==> config.mk <==
export PLATFORM = sky130hd
export DESIGN_NAME = cache_fill_fsm
export DESIGN_NICKNAME = d
export VERILOG_FILES = /design/src/rtl/cache_pkg.sv /design/src/rtl/cache_fill_fsm_checker.sv /design/src/rtl/fill_word_counter.sv /design/src/rtl/cache_fill_fsm.sv
export SDC_FILE = /design/constraint.sdc
export NUM_CORES = 1
export LEC_CHECK = 0
export BUFFER_PORTS_ARGS = -buffer_cell sky130_fd_sc_hd__buf_2
export CAP_MARGIN = 0
export CORE_UTILIZATION = 45
export CTS_CLUSTER_DIAMETER = 100
export CTS_CLUSTER_SIZE = 40
export DETAILED_ROUTE_END_ITERATION = 10
export GPL_TIMING_DRIVEN = 0
export PLACE_DENSITY_LB_ADDON = 0.05
export SLEW_MARGIN = 20
export SYNTH_ARGS = -nofsm -noshare
export SYNTH_HDL_FRONTEND = slang
export SYNTH_HIERARCHICAL = 1
export SYNTH_SLANG_ARGS = --single-unit
export TNS_END_PERCENT = 10
==> constraint.sdc <==
create_clock -name clk -period 4.1 [get_ports clk]
set_input_delay 0.82 -clock clk [delete_from_list [all_inputs] [get_ports clk]]
set_output_delay 0.82 -clock clk [all_outputs]
set_load 0.005 [all_outputs]
==> src/rtl/cache_pkg.sv <==
// -----------------------------------------------------------------------------
// cache_pkg
// Shared constants, state type and address helpers for the L1 miss-fill
// controller.
//   ADDR_W / DATA_W   : byte-address and word widths
//   WORDS_PER_BLOCK   : words per cache block (power of two, >= 2)
//   OFFSET_W / WSEL_W : byte-offset width and word-select width in a block
// -----------------------------------------------------------------------------
package cache_pkg;

   localparam int ADDR_W          = 16;
   localparam int DATA_W          = 16;
   localparam int WORDS_PER_BLOCK = 8;
   localparam int OFFSET_W        = $clog2(WORDS_PER_BLOCK * 2);
   localparam int WSEL_W          = $clog2(WORDS_PER_BLOCK);
   // issue_cnt must reach WORDS_PER_BLOCK itself, so it needs one extra bit
   localparam int ICNT_W          = WSEL_W + 1;

   localparam logic [ICNT_W-1:0] ISSUE_LIMIT = ICNT_W'(WORDS_PER_BLOCK);
   localparam logic [WSEL_W-1:0] LAST_WORD   = WSEL_W'(WORDS_PER_BLOCK - 1);

   typedef enum logic [0:0] {
      IDLE = 1'b0,
      FILL = 1'b1
   } fill_state_e;

   // Align a byte address to the start of its block.
   function automatic logic [ADDR_W-1:0] block_base(input logic [ADDR_W-1:0] addr);
      return {addr[ADDR_W-1:OFFSET_W], {OFFSET_W{1'b0}}};
   endfunction

   // Byte address of word wsel inside the block at base. Built by
   // concatenation so the address can never carry out of the block.
   function automatic logic [ADDR_W-1:0] word_addr(input logic [ADDR_W-1:0] base,
                                                   input logic [WSEL_W-1:0] wsel);
      return {base[ADDR_W-1:OFFSET_W], wsel, 1'b0};
   endfunction

endpackage

==> src/rtl/cache_fill_fsm_checker.sv <==
// -----------------------------------------------------------------------------
// cache_fill_fsm_checker
// Protocol checker for the fill controller: main memory must not return a
// word while no read is outstanding.
//   clk, rst_n        : clock and synchronous active-low reset
//   in_fill           : controller is in FILL
//   memory_data_valid : main memory returns a word this cycle
//   issue_cnt         : reads issued so far in this fill
//   ret_cnt           : words returned so far in this fill
// -----------------------------------------------------------------------------
module cache_fill_fsm_checker
   import cache_pkg::*;
(
   input logic              clk,
   input logic              rst_n,
   input logic              in_fill,
   input logic              memory_data_valid,
   input logic [ICNT_W-1:0] issue_cnt,
   input logic [WSEL_W-1:0] ret_cnt
);

   a_no_unrequested_return : assert property (
      @(posedge clk) disable iff (!rst_n)
      !(in_fill && memory_data_valid && (issue_cnt == {1'b0, ret_cnt}))
   );

endmodule

==> src/rtl/fill_word_counter.sv <==
// -----------------------------------------------------------------------------
// fill_word_counter
// Clearable, enabled, saturating up-counter used for the issue and return
// word counters of the fill controller.
//   clk   : system clock
//   rst_n : synchronous active-low reset
//   clr   : synchronous clear (wins over en)
//   en    : count one event this cycle
//   count : current count, saturates at MAX_COUNT
// -----------------------------------------------------------------------------
module fill_word_counter #(
   parameter int WIDTH     = 4,
   parameter int MAX_COUNT = 8
) (
   input  logic             clk,
   input  logic             rst_n,
   input  logic             clr,
   input  logic             en,
   output logic [WIDTH-1:0] count
);

   localparam logic [WIDTH-1:0] MAX_VAL = WIDTH'(MAX_COUNT);

   logic [WIDTH-1:0] count_r;

   // Count register: reset and clear to zero, otherwise step up to MAX_VAL.
   always_ff @(posedge clk) begin
      if (!rst_n) begin
         count_r <= '0;
      end else if (clr) begin
         count_r <= '0;
      end else if (en && (count_r != MAX_VAL)) begin
         count_r <= count_r + WIDTH'(1);
      end else begin
         count_r <= count_r;
      end
   end

   assign count = count_r;

endmodule

==> src/rtl/cache_fill_fsm.sv <==
// -----------------------------------------------------------------------------
// cache_fill_fsm
// L1 miss-fill controller. On a miss it streams the aligned block from main
// memory (one read per cycle), writes each returned word into the cache data
// array, writes the tag with the last word and stalls the pipeline meanwhile.
//   clk               : system clock
//   rst_n             : synchronous active-low reset
//   miss_detected     : cache miss this cycle (sampled only in IDLE)
//   miss_address      : byte address that missed
//   memory_data_valid : main memory returns a word (in issue order)
//   memory_data       : returned word
//   fsm_busy          : stall request to the hazard unit
//   mem_en            : read request to main memory
//   memory_address    : address of the read issued this cycle
//   write_data_array  : write memory_data into the data array
//   write_word_sel    : word index within the block being written
//   write_data        : data to write (memory_data)
//   write_tag_array   : write tag/valid for the latched block
//   fill_done         : one-cycle pulse with the last word write
// -----------------------------------------------------------------------------
module cache_fill_fsm
   import cache_pkg::*;
(
   input  logic              clk,
   input  logic              rst_n,
   input  logic              miss_detected,
   input  logic [ADDR_W-1:0] miss_address,
   input  logic              memory_data_valid,
   input  logic [DATA_W-1:0] memory_data,
   output logic              fsm_busy,
   output logic              mem_en,
   output logic [ADDR_W-1:0] memory_address,
   output logic              write_data_array,
   output logic [WSEL_W-1:0] write_word_sel,
   output logic [DATA_W-1:0] write_data,
   output logic              write_tag_array,
   output logic              fill_done
);

   fill_state_e       state_r;
   logic [ADDR_W-1:0] base_r;
   logic [ICNT_W-1:0] issue_cnt_s;
   logic [WSEL_W-1:0] ret_cnt_s;

   logic in_fill_s;
   logic issue_s;
   logic ret_s;
   logic last_s;
   logic cnt_clr_s;

   assign in_fill_s = (state_r == FILL);
   assign issue_s   = in_fill_s && (issue_cnt_s < ISSUE_LIMIT);
   assign ret_s     = in_fill_s && memory_data_valid;
   assign last_s    = ret_s && (ret_cnt_s == LAST_WORD);
   // Counters sit at zero in IDLE, so a new fill always starts from word 0.
   assign cnt_clr_s = !in_fill_s || last_s;

   fill_word_counter #(
      .WIDTH     (ICNT_W),
      .MAX_COUNT (WORDS_PER_BLOCK)
   ) u_issue_cnt (
      .clk   (clk),
      .rst_n (rst_n),
      .clr   (cnt_clr_s),
      .en    (issue_s),
      .count (issue_cnt_s)
   );

   fill_word_counter #(
      .WIDTH     (WSEL_W),
      .MAX_COUNT (WORDS_PER_BLOCK - 1)
   ) u_ret_cnt (
      .clk   (clk),
      .rst_n (rst_n),
      .clr   (cnt_clr_s),
      .en    (ret_s),
      .count (ret_cnt_s)
   );

   // State and block-base register: latch the block on a miss, return to
   // IDLE with the last returned word.
   always_ff @(posedge clk) begin
      if (!rst_n) begin
         state_r <= IDLE;
         base_r  <= '0;
      end else begin
         case (state_r)
            IDLE: begin
               if (miss_detected) begin
                  state_r <= FILL;
                  base_r  <= block_base(miss_address);
               end else begin
                  state_r <= IDLE;
                  base_r  <= base_r;
               end
            end
            FILL: begin
               if (last_s) begin
                  state_r <= IDLE;
               end else begin
                  state_r <= FILL;
               end
               base_r <= base_r;
            end
            default: begin
               state_r <= IDLE;
               base_r  <= '0;
            end
         endcase
      end
   end

   // Output decode from state, counters and the current-cycle inputs.
   always_comb begin
      fsm_busy         = 1'b0;
      mem_en           = 1'b0;
      memory_address   = '0;
      write_data_array = 1'b0;
      write_word_sel   = '0;
      write_data       = '0;
      write_tag_array  = 1'b0;
      fill_done        = 1'b0;
      case (state_r)
         IDLE: begin
            // Stall already in the miss cycle.
            fsm_busy = miss_detected;
         end
         FILL: begin
            fsm_busy = 1'b1;
            if (issue_s) begin
               mem_en         = 1'b1;
               memory_address = word_addr(base_r, issue_cnt_s[WSEL_W-1:0]);
            end else begin
               mem_en         = 1'b0;
               memory_address = base_r;
            end
            if (ret_s) begin
               write_data_array = 1'b1;
               write_word_sel   = ret_cnt_s;
               write_data       = memory_data;
            end else begin
               write_data_array = 1'b0;
            end
            if (last_s) begin
               write_tag_array = 1'b1;
               fill_done       = 1'b1;
            end else begin
               write_tag_array = 1'b0;
               fill_done       = 1'b0;
            end
         end
         default: begin
            fsm_busy = 1'b0;
         end
      endcase
   end

   cache_fill_fsm_checker u_checker (
      .clk               (clk),
      .rst_n             (rst_n),
      .in_fill           (in_fill_s),
      .memory_data_valid (memory_data_valid),
      .issue_cnt         (issue_cnt_s),
      .ret_cnt           (ret_cnt_s)
   );

endmodule

==> impl_metrics.env <==
export IMPL_final_instance_count_excl_fill=245
export IMPL_max_stage_delay_ns=0.21
export IMPL_wl_met2_um=1365
export IMPL_powerDensity_nw_per_um2=275.5
export IMPL_dr_pass1_iters=4
export IMPL_critPathSlowestCell="and3_1"
export IMPL_cap_violations=0
export IMPL_cts_resized=0
export IMPL_finalMaxSlewViolations=0
export IMPL_antenna_found_initial=0
export IMPL_wl_met3_um=196
export IMPL_leakage_nw=0.8886
export IMPL_antenna_left=0
export IMPL_synth_compound_area_frac=0.1368
export IMPL_syn_avg_cell_area_um2=8.368
export IMPL_synthXorXnorAreaFrac=0.01485
export IMPL_drtIter0Drc=11
export IMPL_synthSimpleGateAreaFrac=0.3828
export IMPL_finalSetupViolCount=0
export IMPL_synthTopCellsByArea="dfxtp_1 34%, a21boi_2 9.5%, and3_1 9.0%"
export IMPL_report_final_hold_viol_count=0
export IMPL_worstSetupStartpointType="primary input"
export IMPL_power_switching_w=0.0001052
export IMPL_fillers=220
export IMPL_worstPathMaxFanout=3
export IMPL_cts_setup_buffers=0
export IMPL_p_seq_frac=0.464
export IMPL_fin_crit_sh=0.5858
export IMPL_die_area_um2=2831
export IMPL_pwr_share_clk=0.365
export IMPL_syn_num_nets=181
export IMPL_grt_pass1_wl_um=4126
export IMPL_finalPower_w=0.0004465
export IMPL_yosys_area_top_type_share=0.3393
export IMPL_fmax_mhz=416.4
export IMPL_die_width_um=53.21
export IMPL_drive_gt1_frac=0.4465
export IMPL_fin_skew_ns=0.007384
export IMPL_netlist_instances=141
export IMPL_ff_latch_area_um2=400.4
export IMPL_grt_ovfl_total=0
export IMPL_wl_met1_um=1194
export IMPL_ys_warn_count=6
export IMPL_finalCriticalPeriod_ns=2.402
export IMPL_combPwrFrac=0.172
export IMPL_seq_area_frac_synth=0.3393
export IMPL_critPathKind="primary input to primary output"
export IMPL_vias=1197
export IMPL_cts_hold_buf=0
export IMPL_path_cells="buf_2 -> and3_2 -> and3_1 -> buf_4 -> buf_2"
export IMPL_clk_path_buf_depth=2
export IMPL_min_path_type="flop to flop"
export IMPL_synth_seq_cells=20
export IMPL_syn2layout_area_growth_pct=37.33
export IMPL_die_height_um=53.21
export IMPL_vias_per_cell=4.886
export IMPL_routed_wl_um=2812
export IMPL_clockRootBuffer="clkbuf_4"
export IMPL_synth_area_leader_cell="dfxtp_1"
export IMPL_final_util=0.6540
export IMPL_grt_use_total=0.2043
export IMPL_gp_congestion=0.7472
export IMPL_dp_hpwl_um=2170
export IMPL_yosysUniqueCellTypes=31
export IMPL_design_core_area_um2=2477
export IMPL_rsz0062_at_grt="no"
export IMPL_p_int_w=0.0003412
export IMPL_crit_required_ns=3.28
export IMPL_clkLatencyLatePin_ns=0.31
export IMPL_synth_top_family_by_area="simple AND/OR/NAND/NOR gates"
export IMPL_ir_worst_vdd_mv=0.2191
export IMPL_num_nets_final=256
export IMPL_ctsHtreeMaxLevel=1
export IMPL_cts_tree="yes"
export IMPL_cpMostUsedCell="buf_2"
export IMPL_mappedNetlistArea_um2=1180
export IMPL_arrival_ns=1.58
export IMPL_clkTransAtPathRegs_ns=0.11
export IMPL_cts_sinks=20
export IMPL_multi_input_area_um2=704.4
export IMPL_start_util=0.4763
export IMPL_top_layer_used="met4"
export IMPL_critPathCaptureType="primary output"
export IMPL_post_place_cells=241
export IMPL_drc=0
export IMPL_tns_ns=0
export IMPL_swShare=0.2357
export IMPL_placementRows=18
export IMPL_port_buffers=70
export IMPL_io_pins=76
export IMPL_grt_max_degree=13
export IMPL_status="finished clean"
export IMPL_postLayoutCellArea_um2=1620
export IMPL_wl_per_cell_um=11.48
export IMPL_n_antenna_cell=0
export IMPL_synth_area_mux_share=0.01697
export IMPL_cts_buffers=3
export IMPL_grt_pass1_vias=1037
export IMPL_synthAdderAreaFrac=0.04242
export IMPL_place_area_um2=1568
## layout by cell type (no fill, tap or decap)
cell type  synthesis  final
a211o_1            1      1
a21boi_0           2      2
a21boi_2          10     10
a21oi_1            3      3
and2_1            16     16
and2b_2            1      1
and3_1            17     17
and3_2             3      3
and3b_1            1      1
buf_2              0     70
buf_4              2      2
buf_6              1      1
buf_8              1      1
bufinv_16          0      1
clkbuf_1           6      6
clkbuf_4           0      3
conb_1             1      1
dfxtp_1           20     20
ha_1               4      4
inv_1              3      3
mux2i_1            2      2
nand2_1           28     28
nand2b_1           2      2
nand2b_4           1      1
nand3b_1           1      1
nand4_1            2      2
nor2_1             5      5
nor2b_2            1      1
nor2b_4            1      1
o21ai_0            2      2
or2_2              1      1
or3_1              1      1
xnor2_1            1      1
xor2_1             1      1
## registers in the layout, summed over array words and instances, names as in the netlist
register	flops
base_r	12
u_issue_cnt/count	4
u_ret_cnt/count	3
in_fill_s	1
## final cells by class
cell class	instances	share of cell area
well taps	30	0.02317
multi-input cells	108	0.4348
inverters	3	0.006950
clock inverters	1	0.01853
plain buffers	10	0.03938
clock buffers	3	0.01390
flip-flops and latches	20	0.2471
repair buffers	70	0.2162
## power by group through the flow
stage                logic, W  registers [W]  clock network, W
CTS                 0.0000777       0.000207          0.000166
finish              0.0000766       0.000207          0.000163
floorplan           0.0000440       0.000210                 0
detailed placement  0.0000773       0.000212                 0
global placement    0.0000744       0.000211                 0
global route        0.0000860       0.000208          0.000171
## metrics by stage
step	hold slack, ns	setup WS, ns
finish	0.4715	1.698
global route	0.4850	1.664
CTS	0.4770	1.695
detailed placement	0.4588	1.696
global placement	0.4486	1.697
floorplan	0.4388	1.930
## per-layer routing
metal / vias to the layer above / GRT usage
met5: - / 0
met4: 0 / 0.1228
met3: 5 / 0.02586
met2: 51 / 0.3729
met1: 528 / 0.2188
li1: 613 / -
## kinds of logic (layout without fill, tap and decap cells)
kind of cell / after synthesis / after routing
other cells: 1 / 1
mux: 2 / 2
fa+ha+maj: 4 / 4
compound gates: 18 / 18
simple gates: 81 / 81
buf+inv: 13 / 87
xor+xnor: 2 / 2
flops: 20 / 20
## worst max-delay path: cells and delay by family
family                 cells  cell delay (ns)
buffers and inverters      3             0.35
AND/OR/NAND/NOR            2             0.40
## final timing paths
kind / startpoint / endpoint / cells after the start / slack [ns]
max reg2reg: in_fill_s / u_ret_cnt/count[1] / 5 / 2.48
min: base_r[10] / base_r[10] / 2 / 0.47
max: memory_data_valid / write_tag_array / 5 / 1.70
min reg2reg: base_r[10] / base_r[10] / 2 / 0.47
## Yosys cell counts
| master | instances |
|---|---|
| xor2_1 | 1 |
| buf_6 | 1 |
| nand2b_4 | 1 |
| xnor2_1 | 1 |
| a21boi_0 | 2 |
| nor2b_2 | 1 |
| or3_1 | 1 |
| and2_1 | 16 |
| o21ai_0 | 2 |
| inv_1 | 3 |
| and3_2 | 3 |
| a21oi_1 | 3 |
| conb_1 | 1 |
| nand4_1 | 2 |
| and3_1 | 17 |
| nand2_1 | 28 |
| nand3b_1 | 1 |
| and3b_1 | 1 |
| clkbuf_1 | 6 |
| dfxtp_1 | 20 |
| buf_4 | 2 |
| a211o_1 | 1 |
| and2b_2 | 1 |
| ha_1 | 4 |
| nor2b_4 | 1 |
| mux2i_1 | 2 |
| nor2_1 | 5 |
| or2_2 | 1 |
| nand2b_1 | 2 |
| buf_8 | 1 |
| a21boi_2 | 10 |
Note: power is estimated with default switching activity, not from simulation.
